--- config.mk ---
export PLATFORM = sky130hd
export DESIGN_NAME = icache_direct_mapped
export DESIGN_NICKNAME = d
export VERILOG_FILES = /design/src/rtl/icache_direct_mapped.sv
export SDC_FILE = /design/constraint.sdc
export NUM_CORES = 1
export LEC_CHECK = 0
export BUFFER_PORTS_ARGS = -buffer_cell sky130_fd_sc_hd__buf_2
export CAP_MARGIN = 40
export CORE_ASPECT_RATIO = 1.1
export CORE_UTILIZATION = 35
export CTS_BUF_LIST = sky130_fd_sc_hd__clkbuf_4 sky130_fd_sc_hd__clkbuf_8 sky130_fd_sc_hd__clkbuf_16
export DETAILED_ROUTE_END_ITERATION = 12
export GPL_TIMING_DRIVEN = 0
export PLACE_DENSITY = 0.53
export SYNTH_ARGS = -nofsm -noshare
export SYNTH_HDL_FRONTEND = slang
export SYNTH_SLANG_ARGS = --single-unit
--- constraint.sdc ---
create_clock -name clock -period 9.8 [get_ports clock]
set_input_delay 2.45 -clock clock [delete_from_list [all_inputs] [get_ports clock]]
set_output_delay 2.45 -clock clock [all_outputs]
set_load 0.02 [all_outputs]
--- src/rtl/icache_direct_mapped.sv ---
// Direct-mapped instruction cache: 8 lines of 16 bytes between the fetch stage and block memory.
// Hits complete in the same cycle; misses stall through MEM_READ and UPDATE while a block is filled.
module icache_direct_mapped (
  input  logic         clock,
  input  logic         reset,
  input  logic         read,
  input  logic [9:0]   address,
  output logic [31:0]  instruction,
  output logic         busywait,
  output logic         mem_read,
  output logic [5:0]   mem_address,
  input  logic [127:0] mem_readinst,
  input  logic         mem_busywait
);

  typedef enum logic [1:0] {
    IDLE     = 2'd0,
    MEM_READ = 2'd1,
    UPDATE   = 2'd2
  } state_t;

  state_t state, next_state;

  logic [127:0] data_mem [8];
  logic [2:0]   tag_mem  [8];
  logic [7:0]   valid;

  logic [2:0] addr_tag;
  logic [2:0] addr_idx;
  logic [1:0] addr_off;
  logic       hit;
  logic       fill;
  logic       unused_byte_bits;

  assign addr_tag         = address[9:7];
  assign addr_idx         = address[6:4];
  assign addr_off         = address[3:2];
  assign unused_byte_bits = ^address[1:0];

  assign hit = valid[addr_idx] && (tag_mem[addr_idx] == addr_tag);

  always_comb begin
    instruction = 32'h0;
    if (hit) begin
      case (addr_off)
        2'd0:    instruction = data_mem[addr_idx][31:0];
        2'd1:    instruction = data_mem[addr_idx][63:32];
        2'd2:    instruction = data_mem[addr_idx][95:64];
        default: instruction = data_mem[addr_idx][127:96];
      endcase
    end
  end

  always_comb begin
    next_state = state;
    busywait   = 1'b0;
    mem_read   = 1'b0;
    fill       = 1'b0;
    case (state)
      IDLE: begin
        if (read && !hit) begin
          busywait   = 1'b1;
          next_state = MEM_READ;
        end
      end
      MEM_READ: begin
        busywait = 1'b1;
        mem_read = 1'b1;
        if (!mem_busywait) begin
          next_state = UPDATE;
        end
      end
      UPDATE: begin
        busywait   = 1'b1;
        fill       = 1'b1;
        next_state = IDLE;
      end
      default: begin
        next_state = IDLE;
      end
    endcase
  end

  always_ff @(posedge clock or negedge reset) begin
    if (!reset) begin
      state       <= IDLE;
      valid       <= 8'h00;
      mem_address <= 6'h00;
    end else begin
      state <= next_state;
      if (state == IDLE && read && !hit) begin
        mem_address <= address[9:4];
      end
      if (fill) begin
        valid[mem_address[2:0]] <= 1'b1;
      end
    end
  end

  // The latched block address carries both the fill tag and the fill index.
  always_ff @(posedge clock) begin
    if (fill) begin
      data_mem[mem_address[2:0]] <= mem_readinst;
      tag_mem[mem_address[2:0]]  <= mem_address[5:3];
    end
  end

endmodule

# Word-level counts from Yosys, hierarchy flattened

Memory sizes are Yosys's and may differ from the RTL's.
Index checks and enable logic that the tools add are counted.

Register bits after elaboration: 16
Bits in writable memories: 1,048
Bits of input ports: 142
Output and inout bits: 40
Word-level logic and storage cells: 41
Memories: 2

$lt $le $gt $ge: 3
Equal/unequal tests: 7
Muxes and demuxes: 15
Bitwise operators: 1
Reductions and logical operators: 10

Memories:

| memory   | depth | width | read ports | clocked after Yosys merged registers in | wr ports | line | source |
|---|---|---|---|---|---|---|---|
| data_mem | 8     | 128   | 1          | 0                                       | 1        | 24   | `logic [127:0] data_mem [8];` |
| tag_mem  | 8     | 3     | 1          | 0                                       | 1        | 25   | `logic [2:0] tag_mem [8];` |

Operators by type and width:

| kind                 | count |
|---|---|
| $pmux W32 S3         | 1 |
| $mux W32             | 1 |
| $lt A3 B4 Y1 const B | 2 |
| $or A8 B8 Y8         | 1 |
| $mux W1              | 7 |
| $logic_and A1 B1 Y1  | 5 |
| $eq A2 B1 Y1 const B | 2 |
| $eq A2 B2 Y1 const B | 2 |
| $logic_not A2 Y1     | 2 |
| $mux W2              | 2 |
| $ne A2 B2 Y1 const B | 2 |
| $pmux W2 S2          | 1 |
| $bmux W1 S3          | 1 |
| $demux W1 S3         | 1 |
| $eq A3 B3 Y1         | 1 |
| $ge A3 B1 Y1 const B | 1 |
| $pmux W1 S2          | 1 |
| $reduce_and A2 Y1    | 1 |
| $reduce_or A2 Y1     | 1 |
| $logic_not A1 Y1     | 1 |

# Longest topological paths before layout

Word-level depth: 7
Depth in mapped cells: 10
Mapped depth without buffers: 7

# Worst setup path before layout

Ideal clock, no wire load.

Path type: reg2reg
Start: reg state[0]
End: reg valid[0]
Library setup time: 0.122 ns
Arrival time: 10.444 ns
Data required time: 9.678 ns
Slack: -0.766 ns
Stages on the path, launching flop included: 6
Path buffers: 0
Period minus slack after synthesis: 10.566 ns
Path through: dfrtp_1 > inv_1 > ha_1 > nand2b_1 > nor3_1 > or2_2

Cells in the longest elaborated chain, start to end: 2

Ends and longest elaborated chain:

| what                           | line | source |
|---|---|---|
| start: declaration             | 22   | `state_t state, next_state;` |
| start signal: assignment       | 90   | `state <= next_state;` |
| $eq A2 B2 Y1                   | 59   | `case (state)` |
| $mux W1                        | 59   |  |
| end signal: assignment         | 87   | `valid <= 8'h00;` |
| end signal: indexed assignment | 95   | `valid[mem_address[2:0]] <= 1'b1;` |
| end: declaration               | 26   | `logic [7:0] valid;` |

No other way between the ends.
A chain may end at the register's enable or synchronous reset.

# Worst setup path in the final report

Start: in address[5]
End: out instruction[14]

Cells in the longest elaborated chain, start to end: 4
Elaborated cells on any way between the ends: 8
Classes of those cells: 1 x eq/ne; 4 x mux; 1 x reduce/logical; 2 x memory

Ends and longest elaborated chain:

| what                                                | line | source |
|---|---|---|
| start: declaration                                  | 7    | `input logic [9:0] address,` |
| $mem_v2 Z8 W3 / $bmux W1 S3 (equally long branches) | n/a  |  |
| $eq A3 B3 Y1 / $mux W1 (equally long branches)      | 40   | `assign hit = valid[addr_idx] && (tag_mem[addr_idx] == addr_tag);` |
| $logic_and A1 B1 Y1                                 | 40   |  |
| $mux W32 (*)                                        | 44   | `if (hit) begin` |
| end: declaration                                    | 8    | `output logic [31:0] instruction,` |

Mark *: on every way between the ends. The rest lies on a longest branch, timed or not. The select of a mux whose other input is x is not followed.

==> metrics <==
Leakage 15.7 nW; dominant combinational cell family by area after synthesis multiplexers; wirelength, routed 103 mm; number of pins with negative max-slew slack in the final report 0; total grt overflow 0; number of gates resized after CTS 0; clock slew at reported path FFs 0.06 ns; source-to-sink clock delay at the later pin of the worst-skew pair 0.67 ns; overall power consumption 10.7 mW; number of port buffers 177; Area Overhead vs Synth 20.3%; highest-count cells in the layout ignoring fill and taps 1048 x sky130_fd_sc_hd__edfxtp_1, 326 x sky130_fd_sc_hd__mux4_2, 207 x sky130_fd_sc_hd__buf_2, 106 x sky130_fd_sc_hd__clkbuf_16, 38 x sky130_fd_sc_hd__mux2i_1; Worst Hold Path Cells 1; worst stage delay on the critical path 0.65 ns; clock period minus worst slack 8.31 ns; Tot GR Track Use 17.7%; finished layout cell area 0.0487 mm²; TritonCTS clock tree yes; core region area 0.115 mm²; root cell of the clock tree sky130_fd_sc_hd__clkbuf_16; Worst path most repeated cell sky130_fd_sc_hd__buf_2; H-tree depth 3; vias after detailed routing 18.6k; count of flip-flops with a built-in enable after synthesis 1048; run status finished clean; worst slack at placement 1.47 ns; Post-DP Area 0.0453 mm²; vias in the first global route 19.5k; headroom to the max-slew limit 41.0%; CP max-delay cell sky130_fd_sc_hd__clkbuf_1; Period Utilization, post-route 84.8%; Setup crit start address[5]; required time reported for the critical path endpoint 7.35 ns; die area 0.117 mm²; number of antenna violations at the first check in global routing 46; number of buffers inserted during clock tree synthesis 102; kind of critical path primary input to output port; TritonRoute pass-1 iters 5; row count 130; final-layout setup total negative slack 0 ns; Die H 359 µm; multiplexer share of the synthesized area 19.3%; async set-reset flop share out of synthesis 1.50%; fraction of synthesized cell area in xor and xnor cells 0.0649%; setup-violating endpoint count in the final report 0; Post-DP HPWL 71.6 mm; most frequent standard cell in the layout excluding fill and tap cells sky130_fd_sc_hd__edfxtp_1; antenna violation net count after detailed routing 0; number of setup buffers added after CTS 0; # fillers 9812; r2r setup slk 6.65 ns; Synth cell types 29; yosys warns 0; compound-cell area share of the yosys netlist 0.0927%; simple-gate share of the synthesized area 0.748%; I/O pin cnt 182; total power per unit cell area 220 mW/mm²; post-synthesis net count 1741; sequential cell area in the final layout 0.0319 mm²; slew at the pin with the worst max-slew slack 0.882 ns; worst r2r dst data_mem[4][115]; count of mapped cells out of synthesis 1595; Final nets 2130; Register-to-Register Path Depth 9; number of hold violations in the final report 0; RD Place Congestion 0.725; post-synthesis instance area 0.0405 mm²; cell-by-cell trace of the critical path buf_2 -> buf_2 -> clkbuf_1 -> buf_6 -> clkbuf_1 -> mux4_2 -> mux4_2 -> mux2i_1 -> nor2_1 -> buf_2; total clock sinks 1064; Worst Slack Setup Final 1.49 ns; CTS Buffer Depth 3; mean post-synth cell area 25.4 µm²; RSZ-0062 raised after global routing no; worst min-delay path startpoint valid[5]; critical path peak fanout 10; sequential share of the synthesized area 78.7%; area of combinational cells with multiple inputs 0.00831 mm²; final core utilization 42.5%; setup clock skew after layout 0.0250 ns; number of register bits inferred by synthesis 1064; die width 326 µm; Maximum Capacitance Violations 0; routed wire length per instance 28.7 µm; crit path launch type primary input; Vias per Instance 5.18; startpoint of the most critical register-to-register path state[0]; share of final-layout standard cells stronger than drive strength 1 40.7%; share of synthesized cell area in full adder, half adder and majority cells 0.124%; arrival time of data at the critical path endpoint 5.86 ns; Max VDD drop 0.155 mV; sink of the worst hold path valid[5]; f_max 120 MHz; number of DRC markers after the initial detailed-route iteration 1545; Starting Density 35.4%; maximum number of pins on one net before global-route repair 22; class of the tightest hold or removal check register to register; Post-route DRC 0; CTS Hold Bufs 0; endpoint kind of the worst setup timing path output port; most used flip-flop cell after synthesis sky130_fd_sc_hd__edfxtp_1; global-route wire length before repair 146 mm
## metal layers
metal	global-route usage (%)	routed length [µm]
met5	0	288
met4	4.44	1980
met3	4.07	6770
met2	30.1	52200
met1	23.0	42000
## worst max path at each step
stage | endpoint | slack, ns | depth (start not counted)
after floorplan | valid[2] | 2.88 | 5
after global placement | valid[2] | -4.38 | 5
after detailed placement | instruction[14] | 1.47 | 10
after CTS | instruction[14] | 1.46 | 10
after global routing | instruction[17] | 1.39 | 10
final | instruction[14] | 1.49 | 10
## cell usage after synthesis (all sizes together), types with 2 or more instances
| library cell | count | share of area [%] |
|---|---|---|
| ha | 4 | 0.12 |
| inv | 2 | 0.019 |
| or2 | 8 | 0.12 |
| nand2 | 4 | 0.037 |
| nor3 | 2 | 0.025 |
| nand3b | 2 | 0.037 |
| nand2b | 3 | 0.046 |
| dfrtp | 16 | 0.99 |
| clkbuf | 37 | 0.34 |
| edfxtp | 1048 | 78 |
| mux4 | 326 | 18 |
| xor2 | 3 | 0.065 |
| nand3 | 2 | 0.025 |
| nor2 | 40 | 0.37 |
| mux2i | 38 | 0.94 |
| mux2 | 7 | 0.25 |
| a21oi | 2 | 0.025 |
| nand4 | 2 | 0.046 |
| buf | 44 | 0.57 |
## worst max-delay path: cells and delay by family
family                 cells  cell delay (ns)
buffers and inverters      6             2.04
multiplexers               3             1.22
AND/OR/NAND/NOR            1             0.11
## cells by family (layout without fill, tap and decap cells)
group                    after synthesis  in the layout
AND/OR/NAND/NOR                       65             65
XOR/XNOR                               3              3
other                                  0              7
multiplexers                         371            371
adder cells (fa/ha/maj)                4              4
flip-flops                          1064           1064
buffers and inverters                 83            560
AO/OA/AOI/OAI                          5              5
## through the flow
step | hold slack, ns | std cells
2_1_floorplan | 0.434 | 1595
3_3_place_gp | 0.447 | 3290
3_5_place_dp | 0.456 | 3398
4_1_cts | 0.471 | 3590
5_1_grt | 0.479 | 3591
6_report | 0.468 | 3597
## cell type report
| cell class | instances | area share [%] |
|---|---|---|
| diodes | 7 | 0.0360 |
| plain buffers | 81 | 0.758 |
| clock buffers | 128 | 5.85 |
| clock inverters | 64 | 1.16 |
| inverters | 2 | 0.0154 |
| multi-input cells | 448 | 17.1 |
| flip-flops and latches | 1064 | 65.5 |
| well taps | 1518 | 3.90 |
| repair buffers | 285 | 5.76 |
## power breakdown
group	internal [mW]	switching (mW)	total, mW
combinational	0.515	0.712	1.23
sequential	5.42	0.102	5.52
clock	2.30	1.67	3.97
## sequential cells by signal (all words and copies together), names as in the netlist
| name | flops |
|---|---|
| state | 2 |
| data_mem | 1024 |
| valid | 8 |
| mem_address | 6 |
| tag_mem | 24 |
Note: power is estimated with default switching activity, not from simulation.
